[src/rtl/keypad_scanner.sv]
// Row-strobed matrix keypad scanner: synchronised, debounced columns, one encoded event per press into a FIFO.
// Event visible the cycle after the debounce-complete tick; held by key_ready backpressure, dropped with an overflow pulse when full.
module keypad_scanner #(
    parameter int ROWS         = 4,
    parameter int COLS         = 4,
    parameter int SCAN_DIV     = 8,
    parameter int DEBOUNCE_CNT = 3,
    parameter int FIFO_DEPTH   = 4,
    parameter int MAP_HEX      = 1,
    parameter int KW           = ($clog2(ROWS * COLS) < 4) ? 4 : $clog2(ROWS * COLS)
) (
    input  logic            clk,
    input  logic            rst_n,
    input  logic [COLS-1:0] column,
    output logic [ROWS-1:0] row,
    output logic [KW-1:0]   key_code,
    output logic            key_valid,
    input  logic            key_ready,
    output logic            key_held,
    output logic            overflow
);
    localparam int RIW = $clog2(ROWS);
    localparam int CIW = $clog2(COLS);
    localparam int PW  = $clog2(SCAN_DIV);
    localparam int AW  = $clog2(FIFO_DEPTH);
    localparam logic [3:0] DB = 4'(DEBOUNCE_CNT);
    localparam bit USE_HEX = (MAP_HEX == 1) && (ROWS == 4) && (COLS == 4);

    typedef enum logic [1:0] {SCAN, DEBOUNCE, PRESSED, RELEASE} state_t;

    logic [COLS-1:0] col_s1, col_s;
    logic [PW-1:0]   presc;
    logic            tick;
    logic            any_low;
    logic [CIW-1:0]  low_col;
    state_t          state, state_d;
    logic [RIW-1:0]  row_idx, row_idx_d, row_adv;
    logic [CIW-1:0]  col_lat, col_lat_d;
    logic [3:0]      cnt, cnt_d, cnt_inc;
    logic            push;
    logic [KW-1:0]   raw_code, push_code;
    logic [3:0]      hex_code;

    logic [KW-1:0]   mem [FIFO_DEPTH];
    logic [AW:0]     wr_ptr, rd_ptr;
    logic            fifo_empty, fifo_full, pop, push_ok;

    always_ff @(posedge clk or negedge rst_n) begin
        if (!rst_n) begin
            col_s1 <= '1;
            col_s  <= '1;
            presc  <= '0;
        end else begin
            col_s1 <= column;
            col_s  <= col_s1;
            presc  <= tick ? '0 : presc + PW'(1);
        end
    end

    assign tick = (presc == PW'(SCAN_DIV - 1));

    // Lowest-index low column wins when several keys share the strobed row.
    always_comb begin
        any_low = 1'b0;
        low_col = '0;
        for (int c = COLS - 1; c >= 0; c--) begin
            if (!col_s[c]) begin
                any_low = 1'b1;
                low_col = CIW'(c);
            end
        end
    end

    assign row_adv = (row_idx == RIW'(ROWS - 1)) ? '0 : row_idx + RIW'(1);
    assign cnt_inc = cnt + 4'd1;

    always_ff @(posedge clk or negedge rst_n) begin
        if (!rst_n) begin
            state   <= SCAN;
            row_idx <= '0;
            col_lat <= '0;
            cnt     <= '0;
        end else begin
            state   <= state_d;
            row_idx <= row_idx_d;
            col_lat <= col_lat_d;
            cnt     <= cnt_d;
        end
    end

    always_comb begin
        state_d   = state;
        row_idx_d = row_idx;
        col_lat_d = col_lat;
        cnt_d     = cnt;
        push      = 1'b0;
        if (tick) begin
            case (state)
                SCAN: begin
                    if (any_low) begin
                        col_lat_d = low_col;
                        cnt_d     = 4'd1;
                        if (DB <= 4'd1) begin
                            push    = 1'b1;
                            state_d = PRESSED;
                        end else begin
                            state_d = DEBOUNCE;
                        end
                    end else begin
                        row_idx_d = row_adv;
                    end
                end
                DEBOUNCE: begin
                    if (any_low && (low_col == col_lat)) begin
                        cnt_d = cnt_inc;
                        if (cnt_inc >= DB) begin
                            push    = 1'b1;
                            state_d = PRESSED;
                        end
                    end else begin
                        row_idx_d = row_adv;
                        state_d   = SCAN;
                    end
                end
                PRESSED: begin
                    if (!any_low) begin
                        cnt_d   = 4'd1;
                        state_d = RELEASE;
                    end
                end
                RELEASE: begin
                    if (!any_low) begin
                        cnt_d = cnt_inc;
                        if (cnt_inc >= DB) begin
                            row_idx_d = row_adv;
                            state_d   = SCAN;
                        end
                    end else begin
                        state_d = PRESSED;
                    end
                end
                default: state_d = SCAN;
            endcase
        end
    end

    // Row is frozen during DEBOUNCE, so the live row index is the latched one at push time.
    assign raw_code = KW'(int'(row_idx) * COLS + int'(low_col));

    always_comb begin
        case (raw_code[3:0])
            4'd0:    hex_code = 4'h1;
            4'd1:    hex_code = 4'h2;
            4'd2:    hex_code = 4'h3;
            4'd3:    hex_code = 4'hA;
            4'd4:    hex_code = 4'h4;
            4'd5:    hex_code = 4'h5;
            4'd6:    hex_code = 4'h6;
            4'd7:    hex_code = 4'hB;
            4'd8:    hex_code = 4'h7;
            4'd9:    hex_code = 4'h8;
            4'd10:   hex_code = 4'h9;
            4'd11:   hex_code = 4'hC;
            4'd12:   hex_code = 4'hE;
            4'd13:   hex_code = 4'h0;
            4'd14:   hex_code = 4'hF;
            default: hex_code = 4'hD;
        endcase
    end

    assign push_code = USE_HEX ? KW'(hex_code) : raw_code;

    assign fifo_empty = (wr_ptr == rd_ptr);
    assign fifo_full  = (wr_ptr[AW] != rd_ptr[AW]) && (wr_ptr[AW-1:0] == rd_ptr[AW-1:0]);
    assign pop        = !fifo_empty && key_ready;
    // When full, the write slot is the head being popped this cycle, so overwriting it keeps order.
    assign push_ok    = push && (!fifo_full || pop);

    always_ff @(posedge clk or negedge rst_n) begin
        if (!rst_n) begin
            wr_ptr   <= '0;
            rd_ptr   <= '0;
            overflow <= 1'b0;
            for (int i = 0; i < FIFO_DEPTH; i++) mem[i] <= '0;
        end else begin
            overflow <= push && !push_ok;
            if (push_ok) begin
                mem[wr_ptr[AW-1:0]] <= push_code;
                wr_ptr              <= wr_ptr + (AW+1)'(1);
            end
            if (pop) rd_ptr <= rd_ptr + (AW+1)'(1);
        end
    end

    assign row       = ~(ROWS'(1) << row_idx);
    assign key_valid = !fifo_empty;
    assign key_code  = mem[rd_ptr[AW-1:0]];
    assign key_held  = (state == PRESSED) || (state == RELEASE);

endmodule

[config.mk]
export PLATFORM = sky130hd
export DESIGN_NAME = keypad_scanner
export DESIGN_NICKNAME = d
export VERILOG_FILES = /design/src/rtl/keypad_scanner.sv
export SDC_FILE = /design/constraint.sdc
export NUM_CORES = 1
export LEC_CHECK = 0
export CAP_MARGIN = 20
export CORE_ASPECT_RATIO = 1.2
export CORE_UTILIZATION = 50
export DETAILED_ROUTE_END_ITERATION = 16
export PLACE_DENSITY = 0.68
export SYNTH_ARGS = -nofsm -noshare
export SYNTH_HDL_FRONTEND = slang
export SYNTH_SLANG_ARGS = --single-unit
export TNS_END_PERCENT = 50
[constraint.sdc]
create_clock -name clk -period 6.5 [get_ports clk]
set_input_delay 1.3 -clock clk [delete_from_list [all_inputs] [get_ports clk]]
set_output_delay 1.3 -clock clk [all_outputs]
set_load 0.005 [all_outputs]
Word level (Yosys, flattened, before mapping)
Memory sizes are Yosys's and may differ from the RTL's.
Cells that the tools add are included.
{"block": "classes", "add_sub_neg": 6, "reduce_logical": 17, "n_eq_ne": 18, "n_mul": 0, "muxes": 37, "div_mod_pow": 0, "shift": 1, "n_lt_le_gt_ge": 4, "bitwise": 3}
{"op": "2-to-1 mux 2 bit", "n": 15}
{"op": "2-to-1 mux 4 bit", "n": 7}
{"op": "bitwise mux 16 bit", "n": 1}
{"op": "one-hot mux 4 bit (4 select lines)", "n": 1}
{"op": "inequality test 2 bit, second input constant", "n": 7}
{"op": "AND reduction 5 bit", "n": 2}
{"op": "adder 3 x 1 -> 3 bit, second input constant", "n": 3}
{"op": "binary-select mux 4 bit (select 2 bit)", "n": 1}
{"op": "demux 4 bit (select 2 bit)", "n": 1}
{"op": "2-to-1 mux 1 bit", "n": 8}
{"op": "one-hot mux 2 bit (4 select lines)", "n": 1}
{"op": "== test 2 bit, second input constant", "n": 3}
{"op": "greater-or-equal comparator 3 bit, second input constant", "n": 2}
{"op": "logical AND 1 bit", "n": 6}
{"op": "inequality test 3 bit, second input constant", "n": 2}
{"op": "inverter 2 -> 3 bit", "n": 2}
{"op": "one-hot mux 2 bit (3 select lines)", "n": 1}
{"op": "AND reduction 6 bit", "n": 1}
{"op": "adder 4 x 1 -> 4 bit, second input constant", "n": 1}
{"op": "adder 4 x 2 -> 4 bit", "n": 1}
{"op": "== test 2 bit", "n": 2}
{"op": "greater-or-equal comparator 4 x 2 -> 1 bit, second input constant", "n": 1}
{"op": "inverter 4 bit", "n": 1}
{"op": "<< shifter 1 x 2 -> 4 bit, first input constant", "n": 1}
{"op": "other kinds (12)", "n": 15}
{"block": "totals", "mem_bits_ro": 64, "inputBits": 7, "ramBits": 0, "register_bits": 44, "n_memories": 1, "out_inout_bits": 11, "wordCells": 101, "latch_bits": 0}
{"name": "(name not given)", "words": 16, "width": 4, "rd": 1, "rd_clocked_by_memory_dff": 0, "write_ports": 0, "line_no": "151", "source": "case (raw_code[3:0])"}

Depth between registers and ports, before layout
{"block": "depth", "ltp_word": 12, "depth_mapped": 9, "depth_no_buf": 9}

Worst setup path before layout
No wires, ideal clock.
{"block": "synth_path", "path_kind": "input -> register", "start": "in key_ready", "end": "reg wr_ptr[1]", "arrival_ns": 2.297, "required_time_ns": 6.375, "path_stages": 4, "setup_time_ns": 0.125, "setup_slack_ns": 4.078, "path_buffers": 0, "cell_sequence": "nor4_1 nor2_2 and3_4 mux2_4"}
{"block": "synth_between", "elab_chain_len": 3}
{"item": "start, declared", "line_no": "18", "source": "input logic key_ready,"}
{"item": "logical AND 1 bit", "line_no": "175", "source": "assign pop = !fifo_empty && key_ready;"}
{"item": "logical OR 1 bit", "line_no": "177", "source": "assign push_ok = push && (!fifo_full || pop);"}
{"item": "logical AND 1 bit", "line_no": "177"}
{"item": "end signal, assigned", "line_no": "189", "source": "wr_ptr <= wr_ptr + (AW+1)'(1);"}
{"item": "end, declared", "line_no": "45", "source": "logic [AW:0] wr_ptr, rd_ptr;"}
Every way passes these cells.
A chain may end at the register's enable or synchronous reset.

Worst setup path in the final report
{"block": "layout_path", "start": "reg rd_ptr[0]", "end": "out key_code[1]"}
{"block": "layout_between", "elab_chain_len": 4}
{"item": "start, declared", "line_no": "45"}
{"item": "start signal, assigned", "line_no": "191", "source": "if (pop) rd_ptr <= rd_ptr + (AW+1)'(1);"}
{"item": "inverter 2 -> 3 bit (implied by the code)", "line_no": "197", "source": "assign key_code = mem[rd_ptr[AW-1:0]];"}
{"item": "binary-select mux 4 bit (select 2 bit)", "line_no": "197"}
{"item": "2-to-1 mux 4 bit (implied by the code) (2 in a row)", "line_no": "197"}
{"item": "end, declared", "line_no": "16", "source": "output logic [KW-1:0] key_code,"}
Every way passes these cells. The select of a mux whose other input is x is not followed.

==> metrics.csv <==
metric,value,unit
WS Path Type,register to output port,
area of the mapped netlist,2350,um^2
unique cell type count in the Yosys netlist,44,
crit path max-delay cell type,dfrtp_1,
hold buffers post-CTS,0,
die width,64.6,um
Syn Nets,215,
fmax,0.313,GHz
first-pass GRT wire length,7.09,mm
unrepaired setup endpoints after global routing,false,
"most common cell after layout, fill and taps aside",dfrtp_1,
ant diodes,0,
"Design Area, Final",2670,um^2
Port Buffer Count,17,
Total Wirelength,4.05,mm
gr usage total,18.6,%
total vias in the final route,1519,
Clock Tree Buf Depth,2,
Worst setup SP type,register,
Post-synth ARST share,100,%
CP Data Required Time,5.20,ns
Pwr Total,0.871,mW
GPL Wtd Cong,0.781,
Final setup viols,0,
top_reg_cell synth,dfrtp_1,
syn_area_per_cell,12.3,um^2
dpl cell area,2560,um^2
yosys warns,0,
DRT iter0 DRCs,40,
Routed wire per std cell,15.1,um
CP top delay family,flip-flops,
Post-synth EDFFs,0,
row count,27,
die height,77.2,um
Crit. Startpoint,rd_ptr[0],
synthesized instance count,192,
largest net degree at the start of global routing,45,
final-report hold violation count,0,
gr ovfl total,0,
Clock Skew,0.0104,ns
initial antenna violation count,0,
Tmin final,3.19,ns
fraction of layout cells with a size suffix above 1,22.7,%
CTS resizes,0,
clk root buf,clkbuf_8,
hold crit path type,register to register,
Initial Util,51.6,%
# IOs,18,
worst r2r src,col_s[1],
critical path arrival,1.89,ns
"Clk Latency, worst-skew pair",0.30,ns
hpwl dp,3.04,mm
placeable core area,4560,um^2
CP endpoint kind,output port,
DRT Pass-1 Iters,4,
Lkg Pwr,1.26,nW
"Slew Viols, Final",0,
status,"complete, no violations",
Post-DRT Antenna Nets,0,
Crit Path Max Fanout,7,
CTS tree,done,
sum of negative setup slack,0,ns
Worst slew margin,36.4,%
worst hold start,col_s1[0],
period utilisation layout,49.1,%
CTS Buf Count,5,
DR vias/cell,5.65,
"commonest cells after routing, fill and taps aside","dfrtp_1, mux2_2, ha_1, clkdlybuf4s50_1, inv_1",
final net count,233,
worst path cell trace,"mux4_2, clkdlybuf4s50_1",
CP Buf/Inv Count,1,
area delta synth->final,13.2,%
power density over the cells,327,nW/um^2
Clock transition at path regs,0.09,ns
clk sink count,44,
post-CTS setup buffers,0,
worst slew pin tran,0.953,ns
htree depth,2,
crit-path max cell delay,0.58,ns
post-synthesis sequential area ratio,47.2,%
Residual DRC,0,
flop-to-flop setup slack,4.11,ns
Max Cap Viol,0,
vias in the first global route,1495,
die area,4990,um^2
"FF+latch count, synth",44,
peak supply drop,0.000186,V
## report_power, final
part	internal, mW	switching (mW)
Sequential	0.319	0.0796
Clock	0.114	0.0893
Combinational	0.138	0.131
Total	0.571	0.300
## registers in the layout, summed over array words and instances (netlist names)
name / count
overflow: 1
row_idx: 2
col_s: 4
presc: 3
cnt: 4
rd_ptr: 3
col_lat: 2
state: 2
wr_ptr: 3
col_s1: 4
mem: 16
## synthesized netlist by cell type, types with 4 or more instances
cell | number | share of area (%)
nor2_1 | 8 | 1.3
nand2_1 | 10 | 1.6
ha_1 | 16 | 8.5
clkbuf_1 | 4 | 0.64
mux2_2 | 17 | 8.1
dfrtp_1 | 36 | 38
nor3b_1 | 4 | 1.3
inv_1 | 15 | 2.4
dfstp_2 | 8 | 8.9
a21oi_1 | 7 | 1.5
xnor2_1 | 5 | 1.9
nor2b_1 | 4 | 1.1
mux4_2 | 5 | 4.8
## per-layer routing
layer	part of all wire, %	global-route usage (%)
met5	0	0
met4	2.5	7.33
met3	4.1	5.51
met2	53	31.5
met1	40	21.8
## area by class of cell
| class | instances | area (um^2) |
|---|---|---|
| fill | 392 | 1890 |
| multi-input combinational | 127 | 1150 |
| sequential | 44 | 1110 |
| timing repair buffer | 17 | 165 |
| clock buffer | 6 | 72.6 |
| tap | 58 | 72.6 |
| inverter | 15 | 56.3 |
| clock inverter | 2 | 35.0 |
## per-stage QoR
step           hold WS (ns)  util (%)  setup WS (ns)  instances
2_1_floorplan         0.345         -           4.08        192
3_3_place_gp          0.346      56.1           3.53        261
3_5_place_dp          0.347      56.1           3.42        261
4_1_cts               0.362      58.5           3.26        269
5_1_grt               0.362      58.5           3.19        269
6_report              0.358      58.5           3.31        269
## worst paths after layout
| check | to | cells after the start |
|---|---|---|
| setup / recovery | key_code[1] | 2 |
| hold / removal | col_s[0] | 0 |
| hold reg to reg | col_s[0] | 0 |
| max in group asynchronous | cnt[1] | 1 |
| setup reg to reg | mem[13] | 6 |
| min in group asynchronous | rd_ptr[0] | 1 |
## worst reg2reg max path, stage by stage (launching register included)
cell	delay [ns]
dfstp_2	0.59
inv_1	0.07
o21ai_0	0.51
ha_1	0.28
inv_1	0.05
mux4_2	0.50
mux2_2	0.29
## kinds of logic (layout without fill, tap and decap cells)
group | count (synthesis) | in the layout | share of synthesized area [%]
muxes | 28 | 28 | 15.8
xor gates and xnor gates | 8 | 8 | 2.98
AOI/OAI and AO/OA | 26 | 26 | 7.76
buffers and inverters | 21 | 40 | 3.83
adders and majority gates | 16 | 16 | 8.50
and+or+nand+nor | 49 | 49 | 14.0
DFF | 44 | 44 | 47.2
(Power assumes the default switching activity.)
